===== src/rtl/serial_chunk_adder.sv =====
// Multi-cycle adder: {ca,su} = a + b + cin, computed CHUNK bits per clock, LSB first,
// with a start/busy/done handshake and one carry flop linking the chunks.
module serial_chunk_adder #(
    parameter int WIDTH = 8,
    parameter int CHUNK = 1
) (
    input  logic             clk,
    input  logic             rst_n,
    input  logic             start,
    input  logic [WIDTH-1:0] a,
    input  logic [WIDTH-1:0] b,
    input  logic             cin,
    output logic             busy,
    output logic             done,
    output logic [WIDTH-1:0] su,
    output logic             ca,
    output logic             ov
);

    localparam int N     = WIDTH / CHUNK;
    localparam int CNT_W = (N > 1) ? $clog2(N) : 1;
    localparam logic [CNT_W-1:0] LAST = CNT_W'(N - 1);

    generate
        if (WIDTH < 1 || CHUNK < 1 || (WIDTH % CHUNK) != 0) begin : g_bad_params
            $fatal(1, "serial_chunk_adder: CHUNK must divide WIDTH exactly");
        end
    endgenerate

    typedef enum logic [1:0] {
        IDLE = 2'd0,
        BUSY = 2'd1,
        DONE = 2'd2
    } state_t;

    state_t           state_q, state_d;
    logic [WIDTH-1:0] a_sh_q, a_sh_d;
    logic [WIDTH-1:0] b_sh_q, b_sh_d;
    logic [WIDTH-1:0] res_q, res_d;
    logic             carry_q, carry_d;
    logic [CNT_W-1:0] cnt_q, cnt_d;
    logic             a_msb_q, a_msb_d;
    logic             b_msb_q, b_msb_d;
    logic [WIDTH-1:0] su_q, su_d;
    logic             ca_q, ca_d;
    logic             ov_q, ov_d;

    logic [CHUNK-1:0] chunk_s;
    logic             chunk_c;
    logic [WIDTH-1:0] res_shift;

    always_comb begin
        {chunk_c, chunk_s} = {1'b0, a_sh_q[CHUNK-1:0]}
                           + {1'b0, b_sh_q[CHUNK-1:0]}
                           + {{CHUNK{1'b0}}, carry_q};
    end

    // Each chunk sum enters the result from the top, so after N chunks bit 0 is back at the LSB.
    generate
        if (CHUNK == WIDTH) begin : g_single_chunk
            assign res_shift = chunk_s;
        end else begin : g_multi_chunk
            assign res_shift = {chunk_s, res_q[WIDTH-1:CHUNK]};
        end
    endgenerate

    always_comb begin
        state_d = state_q;
        a_sh_d  = a_sh_q;
        b_sh_d  = b_sh_q;
        res_d   = res_q;
        carry_d = carry_q;
        cnt_d   = cnt_q;
        a_msb_d = a_msb_q;
        b_msb_d = b_msb_q;
        su_d    = su_q;
        ca_d    = ca_q;
        ov_d    = ov_q;

        case (state_q)
            IDLE: begin
                if (start) begin
                    a_sh_d  = a;
                    b_sh_d  = b;
                    carry_d = cin;
                    cnt_d   = '0;
                    a_msb_d = a[WIDTH-1];
                    b_msb_d = b[WIDTH-1];
                    state_d = BUSY;
                end
            end
            BUSY: begin
                a_sh_d  = a_sh_q >> CHUNK;
                b_sh_d  = b_sh_q >> CHUNK;
                res_d   = res_shift;
                carry_d = chunk_c;
                cnt_d   = cnt_q + CNT_W'(1);
                if (cnt_q == LAST) begin
                    // Operand MSBs were saved at acceptance since the shift registers lose them.
                    su_d    = res_shift;
                    ca_d    = chunk_c;
                    ov_d    = (a_msb_q == b_msb_q) && (res_shift[WIDTH-1] != a_msb_q);
                    cnt_d   = '0;
                    state_d = DONE;
                end
            end
            DONE: begin
                state_d = IDLE;
            end
            default: begin
                state_d = IDLE;
            end
        endcase
    end

    always_ff @(posedge clk or negedge rst_n) begin
        if (!rst_n) begin
            state_q <= IDLE;
            a_sh_q  <= '0;
            b_sh_q  <= '0;
            res_q   <= '0;
            carry_q <= 1'b0;
            cnt_q   <= '0;
            a_msb_q <= 1'b0;
            b_msb_q <= 1'b0;
            su_q    <= '0;
            ca_q    <= 1'b0;
            ov_q    <= 1'b0;
        end else begin
            state_q <= state_d;
            a_sh_q  <= a_sh_d;
            b_sh_q  <= b_sh_d;
            res_q   <= res_d;
            carry_q <= carry_d;
            cnt_q   <= cnt_d;
            a_msb_q <= a_msb_d;
            b_msb_q <= b_msb_d;
            su_q    <= su_d;
            ca_q    <= ca_d;
            ov_q    <= ov_d;
        end
    end

    assign busy = (state_q == BUSY);
    assign done = (state_q == DONE);
    assign su   = su_q;
    assign ca   = ca_q;
    assign ov   = ov_q;

endmodule


===== config.mk =====
export PLATFORM = sky130hd
export DESIGN_NAME = serial_chunk_adder
export DESIGN_NICKNAME = d
export VERILOG_FILES = /design/src/rtl/serial_chunk_adder.sv
export SDC_FILE = /design/constraint.sdc
export NUM_CORES = 1
export LEC_CHECK = 0
export ABC_AREA = 1
export CAP_MARGIN = 30
export CORE_ASPECT_RATIO = 0.7
export CORE_MARGIN = 10
export CORE_UTILIZATION = 43
export DETAILED_ROUTE_END_ITERATION = 7
export PLACE_DENSITY = 0.64
export SLEW_MARGIN = 30
export SYNTH_ARGS = -nofsm -noshare
export SYNTH_HDL_FRONTEND = slang
export SYNTH_SLANG_ARGS = --single-unit

===== constraint.sdc =====
create_clock -name clk -period 1.44 [get_ports clk]
set_input_delay 0.216 -clock clk [delete_from_list [all_inputs] [get_ports clk]]
set_output_delay 0.216 -clock clk [all_outputs]
set_load 0.03 [all_outputs]

# Yosys cells after proc, flatten, opt, wreduce, memory -nomap -nowiden
# Cells that the tools add are included.
# op_classes
n_mul,0
bitwise_logic,0
addsub,3
n_eq_ne,7
n_mux,12
shift,0
div,0
order_cmp,0
reduce_logical,7
# op_table
operator,count
$pmux 8 s2,2
$mux 8,2
$reduce_and 2->1,4
$mux 3,2
$pmux 3 s2,1
$mux 2,2
$pmux 2 s2,1
$add 3x1->3 const B,1
$eq 3x3->1 const B,1
$add 1x1->2,1
$add 2x1->2,1
$eq 2x1->1 const B,1
$eq 2x2->1 const B,1
$logic_not 2->1,1
$ne 2x1->1 const B,1
$ne 2x2->1 const B,1
$pmux 1 s2,1
$reduce_bool 2->1,1
$eq 1x1->1,1
$logic_and 1x1->1,1
$mux 1,1
$ne 1x1->1,1
# word_totals
latchBits,0
memories,0
output_inout_bits,12
reg_bits,42
ramBits,0
rom_bits,0
elab_cells,40

# Longest topological paths before layout
# Gate-level depths: netlist of run 1.
# depth
ltp_word,4
ltp_mapped,7
ltp_nobuf,6

# Worst setup path before layout of run 1
# Ideal clock, no wire load.
# synth_timing
path_type,reg-to-output
from,reg state_q[0]
to,out done
slack_ns,0.104
path_stages_with_launch,4
t_arrival_ns,1.120
required_ns,1.224
path_cell_list,dfrtp_1 > buf_4 > buf_2 > nor2_1
# synth_via
elab_chain_len,1
# synth_lines
item,line_no,source
start: declaration,36,"state_t state_q, state_d;"
start signal: assignment,130,state_q <= state_d;
$eq 2x2->1,145,assign done = (state_q == DONE);
end: declaration,14,"output logic done,"
# Every way passes these cells.

# Final worst setup path of run 1
# Ends and elaborated chain as after synthesis.

==> results of run 1 <==
[worst max-delay path, delay by kind of cell (launching register included)]
kind                   cells  cell delay, ns
buffers and inverters      2            0.33
DFF                        1            0.41
and+or+nand+nor            1            0.11
[metal layers]
layer	GRT usage, %	share of wire [%]	up-vias
li1	-	-	762
met5	0	0	-
met4	3.80	1.0	0
met3	4.80	5.1	5
met1	15.1	53	647
met2	16.4	41	26
[sequential cells by signal, indices dropped and copies added (netlist names)]
name and flops:
a_msb_q 1, a_sh_q 8, b_msb_q 1, b_sh_q 8
ca 1, carry_q 1, cnt_q 3, ov 1
res_q 7, state_q 2, su 8
[worst min path at each step]
stage	startpoint	endpoint	slack [ns]
2_1_floorplan	rst_n	a_msb_q$_DFFE_PN0P_	-0.08
3_3_place_gp	rst_n	su[2]$_DFFE_PN0P_	0.20
3_5_place_dp	rst_n	su[2]$_DFFE_PN0P_	0.20
4_1_cts	rst_n	b_sh_q[5]$_DFFE_PN0P_	0.42
5_1_grt	rst_n	res_q[3]$_DFFE_PN0N_	0.44
6_report	rst_n	res_q[3]$_DFFE_PN0N_	0.42
[logic make-up after synthesis]
logic type	after synthesis	share of synthesized area [%]
AOI/OAI and AO/OA	20	5.92
adders and majority gates	3	2.40
and+or+nand+nor	137	30.0
DFF	41	54.6
buffers and inverters	23	7.12
[layout by cell type, fill, tap and decap left out]
master	instances
clkbuf_8	6
dlygate4sd2_1	10
inv_2	2
buf_12	2
fa_1	1
inv_1	10
ha_1	2
clkdlybuf4s50_1	18
nand3_1	16
clkbuf_1	1
o21ai_1	7
dfrtp_2	1
bufinv_16	1
nand2_4	2
nor2_1	3
o21ai_4	1
buf_4	6
buf_2	1
o21ai_0	12
dfrtp_1	40
nand2_1	114
nor2_4	2
dlygate4sd3_1	1
inv_6	1
[metrics by stage]
stage	utilization (%)	area (sq um)	setup WS (ns)	std cells
final	55.0	2350	0.0701	315
after global routing	55.0	2350	0.00432	315
after CTS	54.6	2340	0.0279	313
after detailed placement	51.9	2220	0.106	304
after global placement	51.9	2220	0.128	304
after floorplan	-	1880	0.104	224
[area by class of cell]
type,instances,share of cell area [%]
inverters,13,2.28
clock buffers,7,3.67
repair buffers,38,15.6
multi-input cells,160,30.6
well taps,55,2.92
flip-flops and latches,41,43.6
clock inverters,1,1.28
[report_power, final]
group	switching [mW]	leakage, nW	internal, mW
clock	0.401	0.0585	0.565
sequential	0.289	0.522	1.65
combinational	1.32	0.671	0.785
[timing repair]
item | CTS | global route
endpoints found under the setup margin | 10 | 2
pin swaps | 0 | 1
resized for setup | 10 | 3
setup buffers | 0 | 2
hold buffers | 1 | 0
endpoints found under the hold margin | 41 | 0
==> run metrics, run 1 <==
Multi-input gate area=721 sq um; WS Path Type=reg -> out; Setup crit start kind=flop; largest area contributor in the synthesized netlist=dfrtp_1; number of antenna diodes=0; pins over their slew limit=0; port buffer count=31; per-cell routed wire length=~12 microns; maximum VDD drop=0.000951 V; CTS tree=built; drc violations=0; Hold Slack=between 0.4 and 0.5 ns; WP data arrival=roughly 1.2 ns; Initial DRT Pass Iterations=5; reg-to-reg startpoint=carry_q$_DFFE_PN0P_; Max Freq=around 0.73 GHz; Starting Density=between 40% and 50%; CP Data Required Time=1.22 ns; first-pass GRT wire length=around 6900 microns; I/O pin count=32; Post-Syn Area per Cell=8.40 sq um; Max Cap Viol=0; RSZ-0062 raised after global routing=no; number of routed nets with antenna violations=0; Sequential Area=around 1000 sq um; Slowest cell on crit path=dfrtp_1; FP Rows=20; Critical Path Max Stage Delay=0.41 ns; nets@finish=about 280; clk root buf=clkbuf_8; top-count cell post-synth=nand2_1; DIE AREA=7460 sq um; power per cell area=about 2100 nW/um^2; fin crit period=approximately 1.4 ns; pin count of the biggest net entering global routing=42; Crit. End Element=output port; Worst-Skew Late Latency=approximately 0.30 ns; clock transition at the registers of the reported paths=around 0.08 ns; Syn Inst Count=~220; Main synth FF type=dfrtp_1; Synth top cells by count=nand2_1 (114), dfrtp_1 (41), nand3_1 (16); Hold Violations, Final=0; relative slew slack=between 70% and 80%; DRT iter0 DRCs=between 60 and 70; final period utilization=between 90 and 100%; setup TNS=0 ns; FFs w/ async S/R, synth=100%; H-tree depth=2; GPL Wtd Cong=just under 0.8; hpwl dp=approximately 2600 microns; net count after synthesis=around 250; vias in the first global route=between 1k and 1.5k; Die Y-Extent=75.3 microns; Core Box Area=~4300 sq um; Synth warnings=0; Critical Path, Cell by Cell=buf_12, nor2_1, buf_4; critical path peak fanout=19; Reg2Reg Depth=6; clock buffer depth=2; CP endpoint=done; worst r2r dst=ov$_DFFE_PN0P_; GRT Overall Usage=11.4%; share of layout cells above drive strength 1=under 10%; grt ovf=0; sequential fraction of the synthesis area=a little over half; outcome=finished, final reports clean; synth unique cells=17; FILL cells=between 400 and 500; final setup vio count=0; Worst Hold Class=in -> async; width of the die=roughly 99 microns; initial antenna violation count=0; Layout area overhead=25.2%; Synth Register Bits=~40; number of flops mapped to enable cells by yosys=0; clock sink count=approximately 40; worst slew pin tran=0.319 ns; Synth top area share=a little over half; setup slack, reg-to-reg=~0.11 ns; Pleak=between 1 and 1.5 nW; Layout Skew=between 0.006 and 0.007 ns; total number of vias=around 1.4k; CTS buffer count=5; Post-Syn Area=approximately 1900 sq um; worst setup path startpoint=state_q[0]$_DFFE_PN0P_; vias per inst=4.57; top post-synthesis cells by area=dfrtp_1 (55%), nand2_1 (23%), nand3_1 (4.3%); Post-Route WL=between 3000 and 4000 microns; final total power=about 5 mW
(Power assumes the default switching activity.)
==> run 2: changes to the inputs <==
--- a/config.mk
+++ b/config.mk
@@ -7,7 +7,7 @@
 export LEC_CHECK = 0
 export ABC_AREA = 1
 export CAP_MARGIN = 30
-export CORE_ASPECT_RATIO = 0.7
+export CORE_ASPECT_RATIO = 0.6
 export CORE_MARGIN = 10
 export CORE_UTILIZATION = 43
 export DETAILED_ROUTE_END_ITERATION = 7
==> run 2 against run 1 <==
Effect of this change:
- clock-buffer cell count is 2 lower
- die area is 0.60% higher
- design area is 0.32% higher
- sequential share of layout area is 0.19 points lower
- clock skew is 0.0015 ns higher
- clock power is 13% higher
- critical path depth is 1 lower
- final cell count is 1.6% higher
- maximum frequency is 0.50% higher
- critical path type unchanged
- largest cell class unchanged
==> run metrics, run 2 (same netlist as run 1, synthesis figures left out) <==
hpwl dp=2740 microns (was 2600 microns); power per cell area=2160 nW/um^2 (was 2130 nW/um^2); total number of vias=1445 (was 1440); setup TNS=0 ns (unchanged); DIE AREA=7510 sq um (was 7460 sq um); CTS tree=built (unchanged); GPL Wtd Cong=0.763 (was 0.771); number of routed nets with antenna violations=0 (unchanged); Post-Route WL=3930 microns (was 3890 microns); worst slew pin tran=0.334 ns (was 0.319 ns); Die Y-Extent=71.2 microns (was 75.3 microns); grt ovf=0 (unchanged); RSZ-0062 raised after global routing=no (unchanged); Starting Density=45.1% (was 43.9%); Layout Skew=0.00810 ns (was 0.00660 ns); Initial DRT Pass Iterations=4 (was 5); critical path peak fanout=5 (was 19); Setup crit start kind=flop (unchanged); Hold Slack=0.410 ns (was 0.415 ns); Reg2Reg Depth=6 (unchanged); Layout area overhead=25.6% (was 25.2%); Worst-Skew Late Latency=0.30 ns (about the same); final total power=5.10 mW (was 5.01 mW); per-cell routed wire length=12.3 microns (was 12.4 microns); port buffer count=31 (unchanged); nets@finish=282 (unchanged); CP Data Required Time=1.22 ns (about the same); Core Box Area=4170 sq um (was 4280 sq um); relative slew slack=77.7% (was 78.7%); pins over their slew limit=0 (unchanged); DRT iter0 DRCs=77 (was 62); commonest non-fill, non-tap cell in the layout=nand2_1 (unchanged); width of the die=105 microns (was 99.0 microns); setup slack, reg-to-reg=0.12 ns (was 0.11 ns); final setup vio count=0 (unchanged); initial antenna violation count=0 (unchanged); vias per inst=4.52 (was 4.57); clock buffer depth=2 (unchanged); final period utilization=94.7% (was 95.1%); clk root buf=clkbuf_8 (unchanged); postcts setup bufs=0 (unchanged); GRT Overall Usage=11.1% (was 11.4%); outcome=finished, final reports clean (unchanged); Post-Place Setup Slack=0.105 ns (was 0.106 ns); reg-to-reg startpoint=a_sh_q[0]$_DFFE_PN0P_ (was carry_q$_DFFE_PN0P_); share of layout cells above drive strength 1=9.23% (was 9.62%); first-pass GRT wire length=6880 microns (was 6860 microns); Max Freq=0.734 GHz (was 0.730 GHz); drc violations=0 (unchanged); I/O pin count=32 (unchanged); Crit. End Element=output port (unchanged); pin count of the biggest net entering global routing=42 (unchanged); fin crit period=1.36 ns (was 1.37 ns); FILL cells=390 (was 401); CTS buffer count=5 (unchanged); worst r2r dst=ov$_DFFE_PN0P_ (unchanged); post-layout util=56.7% (was 55.0%); WP data arrival=1.15 ns (about the same); clock transition at the registers of the reported paths=0.08 ns (about the same); clock sink count=41 (unchanged); Pleak=1.26 nW (was 1.25 nW); FP Rows=18 (was 20); Worst Hold Class=in -> async (unchanged); number of antenna diodes=0 (unchanged); H-tree depth=2 (unchanged); worst setup margin=0.0768 ns (was 0.0701 ns); vias in the first global route=1443 (was 1466); most frequent cells in the layout=nand2_1 (114), dfrtp_1 (41), clkdlybuf4s50_1 (18) (was nand2_1 (114), dfrtp_1 (40), clkdlybuf4s50_1 (18)); Hold Violations, Final=0 (unchanged); WS Path Type=reg -> out (unchanged); Max Cap Viol=0 (unchanged); maximum VDD drop=0.000811 V (was 0.000951 V)
==> run 2: report_power, final <==
part	internal, mW	switching [mW]	total, mW
Combinational	0.743	1.34	2.08
Sequential	1.65	0.279	1.93
Clock	0.689	0.400	1.09
Total	3.08	2.02	5.10
==> run 2: timing repair <==
item                                    CTS  global route
endpoints found under the hold margin    41             0
resized for setup                        10             0
endpoints found under the setup margin   10             0
hold buffers                              1             0
==> run 2: metrics by stage <==
stage,instance area [sq um],instances
floorplan,1880,224
global placement,2230,311
detailed placement,2230,311
CTS,2360,320
global route,2360,320
finish,2360,320
==> run 2: worst max path at each step <==
stage | startpoint | slack, ns | endpoint
floorplan | state_q[0]$_DFFE_PN0P_ | 0.10 | done
global placement | a_sh_q[0]$_DFFE_PN0P_ | 0.13 | ov$_DFFE_PN0P_
detailed placement | a_sh_q[0]$_DFFE_PN0P_ | 0.11 | ov$_DFFE_PN0P_
CTS | state_q[1]$_DFFE_PN0P_ | 0.06 | busy
global route | state_q[1]$_DFFE_PN0P_ | 0.004 | done
finish | state_q[1]$_DFFE_PN0P_ | 0.08 | busy
==> run 2: layer usage <==
metal  track usage [%]  vias up  share of wire [%]
li1                  -      770                  -
met2              15.3       31                 39
met1              15.3      636                 54
met4              3.64        0                1.4
met5                 0        -                  0
met3              4.55        8                6.1
==> run 2: cell type report <==
class / count / area [sq um] / share of cell area [%]
clock buffer: 5 / 68.8 / 2.91
clock inverter: 3 / 65.1 / 2.75
inverter: 13 / 51.3 / 2.17
multi-input combinational: 160 / 721 / 30.5
sequential: 41 / 1030 / 43.4
tap: 60 / 75.1 / 3.18
timing repair buffer: 38 / 355 / 15.0
==> run 2: critical path, cell delays in order, from the launching register on <==
cell	delay (ns)
dfrtp_1	0.45
nor2_4	0.20
buf_4	0.19
